`src/rtl/intack_if.sv`:
```
// intack_if: groups the PIC-side (INT/INTA/data bus) and core-side
// (vector valid/ack) signals of the interrupt-acknowledge sequencer.
`default_nettype none

interface intack_if;
  logic       INT;
  logic       IE;
  logic [7:0] D_IN;
  logic       vec_ack;
  logic       INTA;
  logic [7:0] vector;
  logic       vec_valid;
  logic       busy;
  logic       spurious;

  modport master (
    input  INT, IE, D_IN, vec_ack,
    output INTA, vector, vec_valid, busy, spurious
  );

  modport slave (
    output INT, IE, D_IN, vec_ack,
    input  INTA, vector, vec_valid, busy, spurious
  );
endinterface

`default_nettype wire

```
`src/rtl/intack_master.sv`:
```
// +--------------------------------------------------------------------------+
// | intack_master: two-pulse 8259 INTA sequencer with vector valid/ack hand- |
// | off. Optional macro INTACK_SPURIOUS_EN adds the spurious-vector flag.    |
// | Rev 1.0                                                                  |
// +--------------------------------------------------------------------------+
`default_nettype none

module intack_master #(
    parameter int LOW_CYCLES = 4,
    parameter int GAP_CYCLES = 2
) (
    input  logic     clk,
    input  logic     rst,
    intack_if.master bus
);

    localparam int c_MAX_LG = (LOW_CYCLES > GAP_CYCLES) ? LOW_CYCLES : GAP_CYCLES;
    localparam int c_MAX_N  = (c_MAX_LG > 3) ? c_MAX_LG : 3;
    localparam int c_CNT_W  = $clog2(c_MAX_N) + 1;

    localparam logic [c_CNT_W-1:0] c_LOW_LOAD = c_CNT_W'(LOW_CYCLES - 1);
    localparam logic [c_CNT_W-1:0] c_GAP_LOAD = c_CNT_W'(GAP_CYCLES - 1);
    localparam logic [c_CNT_W-1:0] c_REC_LOAD = c_CNT_W'(2);

    localparam logic [2:0] c_IDLE    = 3'd0;
    localparam logic [2:0] c_P1      = 3'd1;
    localparam logic [2:0] c_GAP     = 3'd2;
    localparam logic [2:0] c_P2      = 3'd3;
    localparam logic [2:0] c_DONE    = 3'd4;
    localparam logic [2:0] c_RECOVER = 3'd5;

    logic [2:0]         r_state;
    logic [2:0]         w_state_nxt;
    logic [c_CNT_W-1:0] r_cnt;
    logic [c_CNT_W-1:0] w_cnt_nxt;
    logic               w_cnt_zero;
    logic               r_sync1;
    logic               r_int_s;
    logic               r_inta;
    logic [7:0]         r_vector;
    logic               r_valid;
    logic               w_capture;
    logic               w_ack_take;

    assign w_cnt_zero = (r_cnt == '0);

    always_ff @(posedge clk) begin
        if (rst) begin
            r_sync1 <= 1'b0;
            r_int_s <= 1'b0;
        end else begin
            r_sync1 <= bus.INT;
            r_int_s <= r_sync1;
        end
    end

    always_ff @(posedge clk) begin
        if (rst) begin
            r_state <= c_IDLE;
            r_cnt   <= '0;
        end else begin
            r_state <= w_state_nxt;
            r_cnt   <= w_cnt_nxt;
        end
    end

    always_comb begin
        w_state_nxt = r_state;
        w_cnt_nxt   = w_cnt_zero ? r_cnt : r_cnt - c_CNT_W'(1);
        w_capture   = 1'b0;
        w_ack_take  = 1'b0;
        case (r_state)
            c_IDLE: begin
                if (r_int_s && bus.IE && !r_valid) begin
                    w_state_nxt = c_P1;
                    w_cnt_nxt   = c_LOW_LOAD;
                end
            end
            c_P1: begin
                if (w_cnt_zero) begin
                    w_state_nxt = c_GAP;
                    w_cnt_nxt   = c_GAP_LOAD;
                end
            end
            c_GAP: begin
                if (w_cnt_zero) begin
                    w_state_nxt = c_P2;
                    w_cnt_nxt   = c_LOW_LOAD;
                end
            end
            c_P2: begin
                if (w_cnt_zero) begin
                    w_state_nxt = c_DONE;
                    w_capture   = 1'b1;
                end
            end
            c_DONE: begin
                if (bus.vec_ack && r_valid) begin
                    w_state_nxt = c_RECOVER;
                    w_cnt_nxt   = c_REC_LOAD;
                    w_ack_take  = 1'b1;
                end
            end
            c_RECOVER: begin
                if (w_cnt_zero) begin
                    w_state_nxt = c_IDLE;
                end
            end
            default: begin
                w_state_nxt = c_IDLE;
                w_cnt_nxt   = '0;
            end
        endcase
    end

    always_ff @(posedge clk) begin
        if (rst) begin
            r_inta   <= 1'b1;
            r_vector <= 8'h00;
            r_valid  <= 1'b0;
        end else begin
            r_inta <= !((w_state_nxt == c_P1) || (w_state_nxt == c_P2));
            if (w_capture) begin
                r_vector <= bus.D_IN;
                r_valid  <= 1'b1;
            end else if (w_ack_take) begin
                r_valid <= 1'b0;
            end
        end
    end

`ifdef INTACK_SPURIOUS_EN
    logic r_spur_q;
    logic r_spur;

    always_ff @(posedge clk) begin
        if (rst) begin
            r_spur_q <= 1'b0;
            r_spur   <= 1'b0;
        end else begin
            if ((r_state == c_GAP) && w_cnt_zero) begin
                r_spur_q <= !r_int_s;
            end
            if (w_capture) begin
                r_spur <= r_spur_q;
            end else if (w_ack_take) begin
                r_spur <= 1'b0;
            end
        end
    end

    assign bus.spurious = r_spur;
`else
    assign bus.spurious = 1'b0;
`endif

    assign bus.INTA      = r_inta;
    assign bus.vector    = r_vector;
    assign bus.vec_valid = r_valid;
    assign bus.busy      = (r_state != c_IDLE);

endmodule

`default_nettype wire

```
`src/flat_wrapper.sv`:
```
// flat-port wrapper written by rule: the top's interface ports become plain ports
module intack_master_flat 
#(
    parameter int LOW_CYCLES = 4,
    parameter int GAP_CYCLES = 2
)
  (clk, rst, bus_INT, bus_IE, bus_D_IN, bus_vec_ack, bus_INTA, bus_vector, bus_vec_valid, bus_busy, bus_spurious);
  intack_if bus_i ();
  input  logic clk;
  input  logic rst;
  input wire logic [$bits(bus_i.INT)-1:0] bus_INT;
  input wire logic [$bits(bus_i.IE)-1:0] bus_IE;
  input wire logic [$bits(bus_i.D_IN)-1:0] bus_D_IN;
  input wire logic [$bits(bus_i.vec_ack)-1:0] bus_vec_ack;
  output wire logic [$bits(bus_i.INTA)-1:0] bus_INTA;
  output wire logic [$bits(bus_i.vector)-1:0] bus_vector;
  output wire logic [$bits(bus_i.vec_valid)-1:0] bus_vec_valid;
  output wire logic [$bits(bus_i.busy)-1:0] bus_busy;
  output wire logic [$bits(bus_i.spurious)-1:0] bus_spurious;
  assign bus_i.INT = bus_INT;
  assign bus_i.IE = bus_IE;
  assign bus_i.D_IN = bus_D_IN;
  assign bus_i.vec_ack = bus_vec_ack;
  assign bus_INTA = bus_i.INTA;
  assign bus_vector = bus_i.vector;
  assign bus_vec_valid = bus_i.vec_valid;
  assign bus_busy = bus_i.busy;
  assign bus_spurious = bus_i.spurious;
  intack_master #(.LOW_CYCLES(LOW_CYCLES), .GAP_CYCLES(GAP_CYCLES)) u_core (.clk(clk), .rst(rst), .bus(bus_i));
endmodule
```
`config.mk`:
```
export PLATFORM = sky130hd
export DESIGN_NAME = intack_master_flat
export DESIGN_NICKNAME = d
export VERILOG_FILES = /design/src/rtl/intack_if.sv /design/src/rtl/intack_master.sv /design/src/flat_wrapper.sv
export SDC_FILE = /design/constraint.sdc
export NUM_CORES = 1
export LEC_CHECK = 0
export CAP_MARGIN = 40
export CORE_MARGIN = 2
export CORE_UTILIZATION = 45
export CTS_BUF_LIST = sky130_fd_sc_hd__clkbuf_16
export DETAILED_ROUTE_END_ITERATION = 7
export PLACE_DENSITY = 0.75
export SLEW_MARGIN = 20
export SYNTH_ARGS = -nofsm -noshare
export SYNTH_HDL_FRONTEND = slang
export SYNTH_SLANG_ARGS = --single-unit
```
`constraint.sdc`:
```
create_clock -name clk -period 2.13 [get_ports clk]
set_input_delay 0.5325 -clock clk [delete_from_list [all_inputs] [get_ports clk]]
set_output_delay 0.5325 -clock clk [all_outputs]
set_load 0.1 [all_outputs]
```
==> results of run 1 <==
==> per-stage QoR <==
stage / util, % / power [mW] / cells
finish: 63.66 / 1.219 / 149
global route: 63.66 / 1.293 / 149
CTS: 63.53 / 1.225 / 149
detailed placement: 59.47 / 0.8468 / 145
global placement: 59.47 / 0.8367 / 145
floorplan: - / 0.7395 / 99
==> power by group through the flow <==
stage                     registers [mW]  logic (mW)  clock network (mW)
after floorplan                    0.404       0.335                   0
after global routing               0.399       0.493               0.400
after detailed placement           0.400       0.447                   0
after CTS                          0.393       0.448               0.384
after global placement             0.399       0.437                   0
final                              0.395       0.449               0.376
==> critical path: stages (launching register included) <==
cell and delay (ns):
dfxtp_1 0.32, inv_1 0.07, ha_1 0.19, nor2b_2 0.19, inv_1 0.10, ha_1 0.20, or3b_2 0.46, o21ai_0 0.10
o221ai_1 0.15, o41ai_2 0.07
==> cells in the final DEF (no fill, tap or decap), drive strengths merged, types with 2 or more instances in the layout <==
master	instances
a211oi	5
a21oi	6
and3b	2
buf	14
clkbuf	3
clkdlybuf4s50	12
dfxtp	18
ha	3
inv	7
mux2i	8
nand2	2
nand3b	3
nor2	12
nor2b	5
nor3	4
o21ai	2
==> routing by layer <==
layer  vias up  wire length, µm  GRT usage, %
li1        385                -             -
met1       341              805         19.19
met2        21              841         26.94
met3         4               80         3.988
met4         0               45         11.43
met5         -                0             0
==> worst min path at each step <==
stage,start,endpoint,slack [ns],cells past startpoint
finish,u_core.r_sync1,u_core.r_int_s,0.44,1
detailed placement,u_core.r_sync1,u_core.r_int_s,0.44,1
floorplan,u_core.r_sync1,u_core.r_int_s,0.41,1
global placement,u_core.r_sync1,u_core.r_int_s,0.42,1
global route,u_core.r_sync1,u_core.r_int_s,0.47,1
CTS,u_core.r_sync1,u_core.r_int_s,0.45,1
==> area by class of cell <==
class                   instances  area (µm²)  share of cell area, %
clock buffers                   3       75.07                  6.073
clock inverters                 1       3.754                 0.3036
inverters                       7       26.28                  2.125
multi-input cells              67       486.7                  39.37
flip-flops and latches         18       360.3                  29.15
well taps                      27       33.78                  2.733
repair buffers                 26       250.2                  20.24
==> cells by family (layout without fill, tap and decap cells) <==
kind of cell	count (synthesis)	count (layout)	synth area share [%]
adders and majority gates	3	3	4.110
buffers and inverters	14	37	7.534
and+or+nand+nor	34	34	22.60
AOI/OAI and AO/OA	19	19	14.93
DFF	18	18	39.45
muxes	9	9	10.00
other	1	1	0.4106
xor gates and xnor gates	1	1	0.9591
==> timing repair <==
| item | 4_1_cts | 5_1_grt |
|---|---|---|
| resized for setup | 0 | 1 |
| hold buffers | 0 | 0 |
| setup endpoints to repair | 0 | 1 |
==> flip-flops by register name, summed over array words and instances (netlist names) <==
signal,cells
u_core.r_int_s,1
u_core.bus.vector,8
u_core.r_state,3
u_core.r_cnt,3
u_core.r_sync1,1
u_core.bus.INTA,1
u_core.bus.vec_valid,1
==> results.py, run 1 <==
metrics = {
    "timing": {
        "fmax_mhz": 514.1,
        "worstMarginPinSlew_ns": 0.5421,
        "hold_violations": 0,
        "min_period_over_period_pct": 91.31,
        "maxSlewViolCount": 0,
        "fin_tns_setup_ns": 0,
        "fin_crit_ns": 1.945,
        "worst_slack_ns": 0.1850,
        "relSlewSlack_pct": 63.76,
        "whs_ns": 0.4417,
        "skew_ns": 0.003244,
        "rsz0062_at_grt": "no",
        "setup_viol": 0,
    },
    "pwr": {
        "power_frac_clock_pct": 30.8,
        "p_leak_nw": 0.5663,
        "pwr-share-comb_pct": 36.8,
        "power_frac_seq_pct": 32.4,
        "ir_drop_uv": 468.4,
        "p_sw_mw": 0.3761,
        "p_int_mw": 0.8428,
        "p_sw_share_pct": 30.85,
        "powerDensity_mw_per_mm2": 986.0,
    },
    "clock_tree": {
        "cts_sinks": 18,
        "h-tree-depth": 1,
        "clk_pin_slew_ns": 0.05,
        "cts_buffers": 3,
        "clockBufferDepth": 2,
        "post_cts_buffers": 0,
        "cts_tree": "built",
        "insertion_delay_ns": 0.25,
        "clockRootBuffer": "clkbuf_16",
    },
    "cells_and_area": {
        "area_growth_pct": 35.34,
        "fillCellCount": 159,
        "n_antenna_cell": 0,
        "fin_nets": 139,
        "drive_above_1_share_pct": 20.49,
        "stdcell_area_mm2": 0.001236,
    },
    "die": {
        "start_util_pct": 47.04,
        "die_area_mm2": 0.002406,
        "coreArea_mm2": 0.001942,
        "die_x_um": 49.05,
        "placementRows": 16,
        "io_pins": 25,
        "die_height_um": 49.05,
    },
    "synthesis": {
        "yosys-top-cells-area": "dfxtp_1, mux2i_1, nor2_1, a211oi_1, ha_1",
        "synth_area_um2": 913.4,
        "synth-seq-area-share_pct": 39.45,
        "ys_warn_count": 0,
        "syn_area_per_cell_um2": 9.226,
        "synth_area_leader_cell": "dfxtp_1",
        "syn_inst": 99,
        "yosys.area.top_type_share_pct": 39.45,
        "synth_cell_types": 34,
        "ys.flop_type": "dfxtp_1",
        "synth_edf_count": 0,
        "ys_async_sr_fraction_pct": 0,
        "synth_most_common_cell": "dfxtp_1",
        "syn-num-nets": 115,
        "ys_top_cells_by_count": "dfxtp_1, nor2_1, mux2i_1, inv_1, a21oi_1",
        "synth-seq-cells": 18,
    },
    "placed_design": {
        "numPortBuffers": 23,
        "place_area_mm2": 0.001155,
        "place_ws_ns": 0.1401,
        "hpwl_um": 1332,
        "gp_congestion": 0.8792,
    },
    "route": {
        "drcViolationCount": 0,
        "wire_per_inst_um": 11.90,
        "drt_iter0_markers": 5,
        "first_pass_iters": 4,
        "via_count": 751,
        "antenna_left": 0,
        "totalWireLength_um": 1773,
        "vias_per_cell": 5.040,
    },
    "worst_setup_path": {
        "start_kind": "register",
        "cp-end-kind": "register",
        "rr_endpoint": "u_core.r_cnt[0]",
        "r2r.worst_path.cells": 9,
        "reg2reg_slack_ns": 0.18,
        "crit_type": "reg2reg",
        "r2r_start": "u_core.r_cnt[1]",
        "cp-endpoint": "u_core.r_cnt[0]",
        "critPathArrivalTime_ns": 2.10,
        "critPathLaunch": "u_core.r_cnt[1]",
        "required_ns": 2.29,
        "cp_max_fo": 5,
    },
    "worst_hold_path": {
        "hold_path.class": "reg2reg",
    },
    "global_routing": {
        "antenna_found_initial": 0,
        "grt_pass1_wl_um": 2980,
        "overflow": 0,
        "grt_usage_pct": 16.59,
        "grt_pass1_vias": 674,
        "grt_max_degree": 14,
    },
    "flow_run": {
        "drv_cap": 0,
    },
    "status": {
        "status": "complete, no violations",
    },
}
No activity file was read; power rests on OpenSTA's default activity.
==> run 2: changes to the inputs <==
Settings changed: CORE_UTILIZATION 45 to 42, PLACE_DENSITY 0.75 to 0.74.
Clock period 2.13 ns to 1.7 ns, I/O delays scaled along.
==> results.py, run 2 (synthesized netlist as in run 1, its figures left out) <==
metrics = {
    "route": {
        "drcViolationCount": 0,
        "vias_per_cell": 5.244,
        "totalWireLength_um": 2118,
        "drt_iter0_markers": 8,
        "antenna_left": 0,
        "first_pass_iters": 4,
        "via_count": 818,
        "wire_per_inst_um": 13.58,
    },
    "status": {
        "status": "complete, no violations",
    },
    "worst_setup_path": {
        "r2r_start": "u_core.r_cnt[1]",
        "cp_max_fo": 11,
        "crit_type": "reg2out",
        "critical_path.n_buffers_inverters": 1,
        "r2r.worst_path.cells": 9,
        "start_kind": "register",
        "reg2reg_slack_ns": 0.06,
        "cp-end-kind": "output port",
        "crit_family": "simple AND/OR/NAND/NOR gates",
        "rr_endpoint": "u_core.r_cnt[0]",
        "required_ns": 1.27,
        "max_stage_delay_ns": 0.41,
        "critPathArrivalTime_ns": 1.23,
        "crit_chain": "or3_4, buf_12",
        "critPathSlowestCell": "or3_4",
    },
    "timing": {
        "min_period_over_period_pct": 97.64,
        "rsz0062_at_grt": "yes",
        "fin_crit_ns": 1.660,
        "whs_ns": 0.4448,
        "skew_ns": 0.004993,
        "fmax_mhz": 602.4,
        "hold_violations": 0,
        "maxSlewViolCount": 0,
        "setup_viol": 0,
        "fin_tns_setup_ns": 0,
    },
    "die": {
        "die_area_mm2": 0.002564,
        "io_pins": 25,
        "placementRows": 16,
        "die_height_um": 50.64,
        "coreArea_mm2": 0.002002,
        "die_x_um": 50.64,
        "start_util_pct": 45.63,
    },
    "worst_hold_path": {
        "hold_path.class": "reg2reg",
        "min_from": "u_core.r_sync1",
        "hold-path-cell-count": 1,
        "whs_endpoint": "u_core.r_int_s",
    },
    "global_routing": {
        "overflow": 0,
        "antenna_found_initial": 0,
        "grt_usage_pct": 19.04,
        "grt_pass1_wl_um": 3615,
        "grt_max_degree": 15,
        "grt_pass1_vias": 817,
    },
    "cells_and_area": {
        "final_common_cell": "dfxtp_1",
        "drive_above_1_share_pct": 35.66,
        "final_util_pct": 72.88,
        "seq_area_um2": 365.4,
        "multiInputGateArea_um2": 531.8,
        "mostFrequentLayoutCells": "dfxtp_1, nor2_1, clkdlybuf4s50_1",
        "area_growth_pct": 59.73,
        "largest_reg_flops": 8,
        "fillCellCount": 167,
        "fin_cells": 156,
        "stdcell_area_mm2": 0.001459,
        "n_antenna_cell": 0,
        "fin_nets": 147,
    },
    "clock_tree": {
        "insertion_delay_ns": 0.25,
        "clockBufferDepth": 2,
        "cts_sinks": 18,
        "clk_pin_slew_ns": 0.05,
        "h-tree-depth": 1,
        "clockRootBuffer": "clkbuf_16",
        "cts_tree": "built",
        "cts_buffers": 3,
    },
    "placed_design": {
        "numPortBuffers": 23,
        "hpwl_um": 1571,
        "place_inst": 151,
        "place_area_mm2": 0.001326,
        "gp_congestion": 0.8376,
    },
    "pwr": {
        "powerDensity_mw_per_mm2": 1231,
        "ir_drop_uv": 757.9,
        "p_leak_nw": 0.6483,
    },
    "flow_run": {
        "drv_cap": 0,
    },
}
run 2: routing by layer:
metal	up-vias	part of all wire, %	track usage [%]
met5	-	0	0
met4	0	1.3	8.108
met3	3	5.9	5.655
met2	26	50	34.65
met1	385	42	20.15
li1	404	-	-
run 2: what timing repair did:
item                       in CTS  in global routing
setup buffers                   2                  0
gates resized for setup         4                  8
pin swaps                       1                  0
setup endpoints to repair       1                  7
hold buffers                    0                  0
run 2: how the worst max path moves through the flow:
stage / depth (start not counted) / to / slack (ns) / startpoint
after floorplan: 9 / u_core.r_cnt[0] / 0.005 / u_core.r_cnt[1]
after global placement: 5 / u_core.r_cnt[0] / -0.06 / bus_vec_ack
after detailed placement: 5 / u_core.r_cnt[0] / -0.1 / bus_vec_ack
after CTS: 2 / bus_busy / 0.005 / u_core.r_state[2]
after global routing: 5 / u_core.r_cnt[0] / -0.06 / bus_vec_ack
final: 2 / bus_busy / 0.04 / u_core.r_state[0]
run 2: cell type report:
class,count,share of cell area [%]
repair buffers,34,29.25
inverters,7,1.801
flip-flops and latches,18,25.04
multi-input cells,67,36.45
well taps,27,2.316
clock buffers,3,5.146
run 2: power by group:
group	total (mW)	leakage (nW)	switching [mW]	internal [mW]
sequential	0.508	0.148	0.0399	0.468
clock	0.470	0.0370	0.160	0.310
combinational	0.818	0.464	0.366	0.452
total	1.80	0.648	0.566	1.23
run 2: stage by stage:
step,power (mW),setup WS (ns)
after floorplan,0.9595,0.004693
after global placement,1.146,-0.06337
after detailed placement,1.175,-0.09803
after CTS,1.696,0.004516
after global routing,1.914,-0.05712
final,1.796,0.04005
run 2: worst reg2reg max path, delay by kind of cell, from the launching register on:
| family | cells | cell delay, ns |
|---|---|---|
| flip-flops | 1 | 0.32 |
| buffers and inverters | 2 | 0.12 |
| AND/OR/NAND/NOR | 2 | 0.54 |
| adder cells (fa/ha/maj) | 2 | 0.30 |
| AO/OA/AOI/OAI | 3 | 0.26 |
